[config.mk]
export PLATFORM = sky130hd
export DESIGN_NAME = sound_event_player
export DESIGN_NICKNAME = d
export VERILOG_FILES = /design/src/rtl/sound_event_player.sv
export SDC_FILE = /design/constraint.sdc
export NUM_CORES = 1
export LEC_CHECK = 0
export BUFFER_PORTS_ARGS = -buffer_cell sky130_fd_sc_hd__buf_2
export CAP_MARGIN = 20
export CORE_MARGIN = 2
export CORE_UTILIZATION = 35
export DETAILED_ROUTE_END_ITERATION = 8
export SETUP_SLACK_MARGIN = 0.02
export SLEW_MARGIN = 30
export SYNTH_ARGS = -nofsm -noshare
export SYNTH_HDL_FRONTEND = slang
export SYNTH_SLANG_ARGS = --single-unit
[constraint.sdc]
create_clock -name clk -period 4.1 [get_ports clk]
set_input_delay 0.615 -clock clk [delete_from_list [all_inputs] [get_ports clk]]
set_output_delay 0.615 -clock clk [all_outputs]
set_load 0.005 [all_outputs]
[src/rtl/sound_event_player.sv]
// sound_event_player
//   Turns raw game event levels into timed tones for the speaker pin.
//   Rising edges are detected on each event channel and held as one-deep
//   pending requests. The lowest pending index wins and is played for
//   DUR_CYCLES clocks, followed by a GAP_CYCLES silent gap. A lower index
//   edge preempts the current tone, and an edge on the playing index
//   restarts it. The square wave comes from a phase accumulator that adds
//   2*freq each clock and wraps at CLK_HZ, toggling tone_o on every wrap.
//
// Ports
//   clk       system clock
//   nRst      asynchronous active-low reset
//   event_i   raw event levels (N_EV), synchronous to clk; index 0 = highest priority
//   mute_i    forces tone_o low without affecting sequencing
//   freq_o    frequency word of the playing tone, 0 when not playing
//   active_o  high while a tone is playing
//   cur_ev_o  index of the playing event, 0 when not playing
//   tone_o    square wave at freq_o
//   done_o    one-cycle pulse when a tone runs its full duration
module sound_event_player #(
  parameter int                 N_EV       = 4,
  parameter int                 FW         = 9,
  parameter logic [N_EV*FW-1:0] FREQ_TABLE = {9'd262, 9'd262, 9'd311, 9'd440},
  parameter int                 CLK_HZ     = 10_000_000,
  parameter int                 DUR_CYCLES = 1_000_000,
  parameter int                 GAP_CYCLES = 50_000,
  localparam int                EW         = (N_EV > 1) ? $clog2(N_EV) : 1
) (
  input  logic            clk,
  input  logic            nRst,
  input  logic [N_EV-1:0] event_i,
  input  logic            mute_i,
  output logic [FW-1:0]   freq_o,
  output logic            active_o,
  output logic [EW-1:0]   cur_ev_o,
  output logic            tone_o,
  output logic            done_o
);

  localparam int             AW       = $clog2(CLK_HZ) + 1;
  localparam int             DW       = (DUR_CYCLES > 1) ? $clog2(DUR_CYCLES) : 1;
  localparam int             GW       = (GAP_CYCLES > 1) ? $clog2(GAP_CYCLES) : 1;
  localparam logic [DW-1:0]  DUR_LOAD = DW'(DUR_CYCLES - 1);
  localparam logic [GW-1:0]  GAP_LOAD = GW'((GAP_CYCLES > 0) ? GAP_CYCLES - 1 : 0);
  localparam logic [AW-1:0]  CLK_MOD  = AW'(CLK_HZ);

  typedef enum logic [1:0] {S_IDLE, S_PLAY, S_GAP} state_t;

  state_t            state_q, state_d;
  logic [N_EV-1:0]   s1_q, s2_q, pend_q, pend_d;
  logic [N_EV-1:0]   ev_edge, req;
  logic [EW-1:0]     win, cur_q;
  logic [FW-1:0]     freq_win, freq_q;
  logic [DW-1:0]     dur_cnt_q;
  logic [GW-1:0]     gap_cnt_q;
  logic [AW-1:0]     acc_q, acc_sum;
  logic              tone_q, wrap;
  logic              preempt, hit_cur;
  logic              load, retrig, finish;

  // Request decode: winner, its table entry, and how edges relate to the
  // playing index. No pending bit below cur_q can exist while playing,
  // so the winner on a preempt is always the preempting channel or lower.
  always_comb begin
    // NOTE: every always_comb output gets a default first so no path can
    // leave it unassigned and infer a latch.
    ev_edge  = s1_q & ~s2_q;
    req      = pend_q | ev_edge;
    win      = '0;
    freq_win = '0;
    preempt  = 1'b0;
    hit_cur  = 1'b0;
    for (int i = N_EV - 1; i >= 0; i--) begin
      if (req[i]) win = EW'(i);
    end
    for (int i = 0; i < N_EV; i++) begin
      if (EW'(i) == win)                  freq_win = FREQ_TABLE[i*FW +: FW];
      if (ev_edge[i] && EW'(i) <  cur_q)  preempt  = 1'b1;
      if (ev_edge[i] && EW'(i) == cur_q)  hit_cur  = 1'b1;
    end
  end

  // Phase accumulator step; the sum stays below 2*CLK_HZ so AW bits suffice.
  always_comb begin
    acc_sum = acc_q + AW'({freq_q, 1'b0});
    wrap    = (acc_sum >= CLK_MOD);
  end

  // FSM state register
  always_ff @(posedge clk or negedge nRst) begin
    if (!nRst) state_q <= S_IDLE;
    else       state_q <= state_d;
  end

  // FSM next state and datapath controls
  always_comb begin
    state_d = state_q;
    load    = 1'b0;
    retrig  = 1'b0;
    finish  = 1'b0;
    case (state_q)
      S_IDLE: begin
        if (|req) begin
          load    = 1'b1;
          state_d = S_PLAY;
        end
      end
      S_PLAY: begin
        if (preempt) begin
          load = 1'b1;
        end else if (hit_cur) begin
          retrig = 1'b1;
        end else if (dur_cnt_q == '0) begin
          finish = 1'b1;
          if (GAP_CYCLES > 0) state_d = S_GAP;
          else if (|req)      load    = 1'b1;
          else                state_d = S_IDLE;
        end
      end
      S_GAP: begin
        if (gap_cnt_q == '0) begin
          if (|req) begin
            load    = 1'b1;
            state_d = S_PLAY;
          end else begin
            state_d = S_IDLE;
          end
        end
      end
      default: state_d = S_IDLE;
    endcase
  end

  // Pending update: the loaded channel is consumed; an edge on the playing
  // channel is a retrigger rather than a new request.
  always_comb begin
    pend_d = req;
    for (int i = 0; i < N_EV; i++) begin
      if (load && EW'(i) == win)
        pend_d[i] = 1'b0;
      else if (!load && state_q == S_PLAY && EW'(i) == cur_q)
        pend_d[i] = 1'b0;
    end
  end

  // Datapath registers
  always_ff @(posedge clk or negedge nRst) begin
    // NOTE: every flop is cleared by the async reset, so a reset mid-tone
    // drops the tone and all pending requests at once.
    if (!nRst) begin
      s1_q      <= '0;
      s2_q      <= '0;
      pend_q    <= '0;
      cur_q     <= '0;
      freq_q    <= '0;
      dur_cnt_q <= '0;
      gap_cnt_q <= '0;
      acc_q     <= '0;
      tone_q    <= 1'b0;
    end else begin
      // NOTE: sequential state uses non-blocking assignment so s2_q picks up
      // the old s1_q and every flop updates from pre-edge values.
      s1_q   <= event_i;
      s2_q   <= s1_q;
      pend_q <= pend_d;
      if (load) begin
        cur_q     <= win;
        freq_q    <= freq_win;
        dur_cnt_q <= DUR_LOAD;
        acc_q     <= '0;
        tone_q    <= 1'b0;
      end else if (retrig) begin
        dur_cnt_q <= DUR_LOAD;
        acc_q     <= '0;
        tone_q    <= 1'b0;
      end else if (state_q == S_PLAY) begin
        if (dur_cnt_q != '0) dur_cnt_q <= dur_cnt_q - 1'b1;
        acc_q  <= wrap ? (acc_sum - CLK_MOD) : acc_sum;
        tone_q <= tone_q ^ wrap;
      end else begin
        acc_q  <= '0;
        tone_q <= 1'b0;
      end
      if (finish)
        gap_cnt_q <= GAP_LOAD;
      else if (state_q == S_GAP && gap_cnt_q != '0)
        gap_cnt_q <= gap_cnt_q - 1'b1;
    end
  end

  // FSM outputs
  always_comb begin
    active_o = (state_q == S_PLAY);
    freq_o   = active_o ? freq_q : '0;
    cur_ev_o = active_o ? cur_q  : '0;
    tone_o   = active_o & tone_q & ~mute_i;
    done_o   = finish;
  end

endmodule
# Yosys cells after proc, flatten, opt, wreduce, memory -nomap -nowiden
# Index checks and enable logic that the tools add are counted.
# op_classes
n_addsub,4
magnitude_cmp,5
eq_ne,13
mux,57
bitwise_logic,7
n_reduce_logical,32
# ops
cell,n
25-bit two-way mux,4
20-bit two-way mux,4
9-bit two-way mux,5
16-bit two-way mux,2
1-bit two-way mux,30
25-bit by 10-bit adder with 25-bit output,1
"25-bit by 24-bit greater-or-equal comparator with 1-bit output, second input constant",1
"25-bit by 24-bit subtractor with 25-bit output, second input constant",1
20-bit logical NOT,1
2-bit two-way mux,10
20-bit nonzero test,1
"20-bit by 1-bit subtractor with 20-bit output, second input constant",1
1-bit logical AND,18
16-bit logical NOT,1
16-bit nonzero test,1
"16-bit by 1-bit subtractor with 16-bit output, second input constant",1
"2-bit equality test, first input constant",4
"2-bit inequality test, second input constant",4
2-bit logical NOT,3
2-bit one-hot mux with 3 select lines,1
3-bit nonzero test,2
5-bit AND reduction,1
4-bit AND,1
"1-bit by 2-bit equality test with 1-bit output, first input constant",2
other kinds (15),18
# totals
regBits,87
input_bits,7
output_inout_bits,14

# Logic depth before layout (Yosys ltp)
# depth
word_depth,14
mapped_depth,14

# Least setup slack after synthesis
# Ideal clock, no wire load.
# synth_path
path_kind,register to register
startpoint,register freq_q[0]
endpoint,register acc_q[16]
arrival_time_ns,3.152
slack_ns,0.869
path_stages_with_launch,13
n_path_buf,1
synth_period_minus_slack_ns,3.231
cell_sequence,dfrtp_1 -> ha_1 -> fa_1 -> a211oi_2 -> o21ai_2 -> xnor2_2 -> ha_1 -> o41ai_1 -> a211o_1 -> nand3_1 -> buf_2 -> a21oi_1 -> mux2i_1
# synth_via
elab_chain_len,6
word_cells_on_any_way,7
# synth_lines
item,line_no,source
from (decl),53,"logic [FW-1:0] freq_win, freq_q;"
from (signal assigned),168,freq_q <= freq_win;
25-bit by 10-bit adder with 25-bit output (*),85,"acc_sum = acc_q + AW'({freq_q, 1'b0});"
25-bit by 24-bit subtractor with 25-bit output or 25-bit by 24-bit greater-or-equal comparator with 1-bit output (tied branches),"178, 86",
25-bit two-way mux (*),178,acc_q <= wrap ? (acc_sum - CLK_MOD) : acc_sum;
25-bit two-way mux (*),176,end else if (state_q == S_PLAY) begin
25-bit two-way mux (*),172,end else if (retrig) begin
25-bit two-way mux (*),166,if (load) begin
to (signal assigned),178,
to (decl),56,"logic [AW-1:0] acc_q, acc_sum;"
# Every way passes the cells marked *; elsewhere a longest branch is shown, timed or not.
# A chain may end at the register's enable or synchronous reset.

# Final worst setup path
# layout_path
startpoint,register freq_q[0]
endpoint,register acc_q[24]
# The elaborated chain is that of the path after synthesis.

==> reports/metrics.cfg <==
[outcome]
outcome=completed

[yosys]
synth_simple_gate_area_share_pct=26.1
synth-xor-area-share_pct=9.13
syn_area_um2=5170
ys_warn_count=0
synth_top_family_by_area=simple AND/OR/NAND/NOR gates
synth_adder_area_share_pct=3.05
synth-async-reset-ratio_pct=100
ys_seq_area_share_pct=39.7
synth_compound_area_share_pct=15.4
synth.distinct_cells=72
synthCells=565
synthesis.nets=584
synthMuxAreaShare_pct=2.95
synth_edf_count=0
syn_avg_cell_area_um2=9.14
synth_seq_cells=82
synth_top_flop_cell=dfrtp_1

[job]
max_cap_violations=0

[die]
initial_utilization_pct=35.7
core_area_um2=14500
chipHeight_um=125
ioPinCount=21
rows=44
dieArea_um2=15700
die_w_um=125

[detailed_routing]
ant_nets=0
dr.first_iter.drc_count=312
firstDrtPassIters=5
drc=0
drt-total-wl_um=11500
drt-wirelength-per-cell_um=15.0
vias=4202
avgViaCountPerCell=5.47

[placed_design]
postPlaceCellArea_um2=5410
globalplace.congestion=0.848
dpl.cell_count=753
io_buffers=19
hpwlAfterDp_um=8380

[clock_network]
clock-root-buffer=clkbuf_16
clockBufferDepth=2
ctsHoldBuffers=0
post_cts_buffers=0
clkLatencyLatePin_ps=340
cts_buffers=9
htreeDepth=3
cts_tree=yes
clock_sinks=82
clkTransAtPathRegs_ps=60
cts.repair.resized=0

[layout]
drive_gt1_share_pct=12.7
fin_cells=768
antenna_cells=0
area_delta_synth_final_pct=10.8
design_area_um2=5720
n_fill_cell=1440
multi_input_area_um2=2940
finalNetCount=599
seqCellArea_um2=2050

[worst_setup_path]
slowest_delay_ps=560
crit_chain=ha_1 -> fa_1 -> a211oi_2 -> o21ai_2 -> xnor2_2 -> nand4_1 -> a41o_1 -> a2111oi_2 -> a21oi_1 -> o21ai_0 -> xnor2_1 -> and3_1
endpoint_kind=register
start_kind=register
crit_fanout=5
arrival_ps=4050
critical_path_class=reg2reg
slowest_stage=a2111oi_2
crit_required_ps=4330

[grt]
first_global_vias=4069
track_usage_pct=15.4
grt_pass1_wl_um=19900
globalRouteOverflowTotal=0
grt_antenna_before_repair=0
grt_max_degree=64

[worst_hold_path]
hp-class=in2async

[timing]
post-route-period-util_pct=93.2
hold_violations=0
worst_pin_slew_ps=819
fmax_mhz=262
min_period_ps=3820
drv_slew=0
rsz0062_at_grt=no
tns_ps=0
slew_headroom_pct=45.4
fin_worst_skew_ps=6.60
setup_violations=0

[power]
p_leak_nw=2.47
ir_drop_v=0.000336
power.density_nw_per_um2=614

==> metal layers <==
layer / GRT usage, % / share of wire, %
met1: 21.1 / 47
met2: 23.8 / 47
met4: 6.08 / 2.1
met3: 3.08 / 3.9
met5: 0 / 0
==> cells in the mapped netlist (all sizes together), types with 3 or more instances <==
library cell   n  area, um2
a2111oi        3       38.8
a211oi         8       65.1
a21boi         4       30.0
a21o           8       60.1
a21oi         30        176
a22oi          3       22.5
a311oi         4       35.0
a31oi          6       50.0
and2          17        106
and3          10       62.6
and4           3       26.3
buf           12       91.3
clkbuf         9       33.8
dfrtp         82       2050
ha            11        138
inv           13       48.8
mux2i         13        130
nand2         71        267
nand2b         7       43.8
nand3         19       95.1
nand4          6       52.6
nor2          50        190
nor2b          9       56.3
nor3          16       80.1
nor3b          3       22.5
nor4          11       75.1
nor4b          3       41.3
o2111ai        4       35.0
o211ai         5       42.5
o21ai         19        103
or2            9       56.3
or3           16        103
or4            4       35.0
xnor2         34        305
xor2          19        166
==> kinds of logic (layout without fill, tap and decap cells) <==
logic type               Yosys count  in the layout
AND/OR/NAND/NOR                  258            258
AO/OA/AOI/OAI                    110            110
flip-flops                        82             82
XOR/XNOR                          53             53
buffers and inverters             35             54
multiplexers                      14             14
adder cells (fa/ha/maj)           12             12
other                              1              1
==> worst paths after layout <==
check,end,cells past startpoint,slack (ps),from
worst min register to register,s2_q[1],0,370,s1_q[1]
worst max-delay path,acc_q[24],12,280,freq_q[0]
min in group clk,s2_q[1],0,370,s1_q[1]
worst max register to register,acc_q[24],12,280,freq_q[0]
worst min-delay path,acc_q[10],1,360,nRst
max in group asynchronous,gap_cnt_q[11],2,2920,nRst
==> state kept, by name, summed over array words and instances (netlist names) <==
name / cells
acc_q: 24
dur_cnt_q: 20
gap_cnt_q: 16
freq_q: 5
pend_q: 4
s1_q: 4
s2_q: 4
cur_q: 2
state_q: 2
tone_q: 1
==> worst max-delay path: cells and delay by family (launching register included) <==
kind	cells	cell delay, ps
AOI/OAI and AO/OA	6	1760
DFF	1	400
and+or+nand+nor	2	450
adders and majority gates	2	690
xor gates and xnor gates	2	410
==> metrics by stage <==
step	hold WS [ps]	utilization (%)	total power, mW	setup WS (ps)
floorplan	319	-	2.27	869
global placement	354	37.4	2.64	439
detailed placement	362	37.4	2.66	373
CTS	361	39.5	3.51	328
global route	361	39.5	3.79	85.2
finish	360	39.5	3.51	280
==> report_power, final <==
part,total (mW),switching [mW],internal [mW]
Sequential,1.06,0.122,0.934
Clock,0.825,0.320,0.505
Combinational,1.63,1.00,0.627
==> layout make-up <==
cell class | count | area share (%)
clock buffer | 12 | 4.48
clock inverter | 3 | 0.831
inverter | 13 | 0.853
multi-input combinational | 448 | 51.3
sequential | 82 | 35.9
tap | 184 | 4.02
timing repair buffer | 26 | 2.62
==> cell usage in the layout (no fill, tap or decap), drive strengths merged, types with 9 or more instances in the layout <==
master | netlist | routed
dfrtp | 82 | 82
nor3 | 16 | 16
and3 | 10 | 10
a21oi | 30 | 30
mux2i | 13 | 13
nand2 | 71 | 71
or2 | 9 | 9
and2 | 17 | 17
buf | 12 | 26
nor4 | 11 | 11
clkbuf | 9 | 12
nand3 | 19 | 19
or3 | 16 | 16
xnor2 | 34 | 34
ha | 11 | 11
inv | 13 | 14
xor2 | 19 | 19
nor2 | 50 | 50
o21ai | 19 | 19
nor2b | 9 | 9
Power figures use the tool's default switching activity.
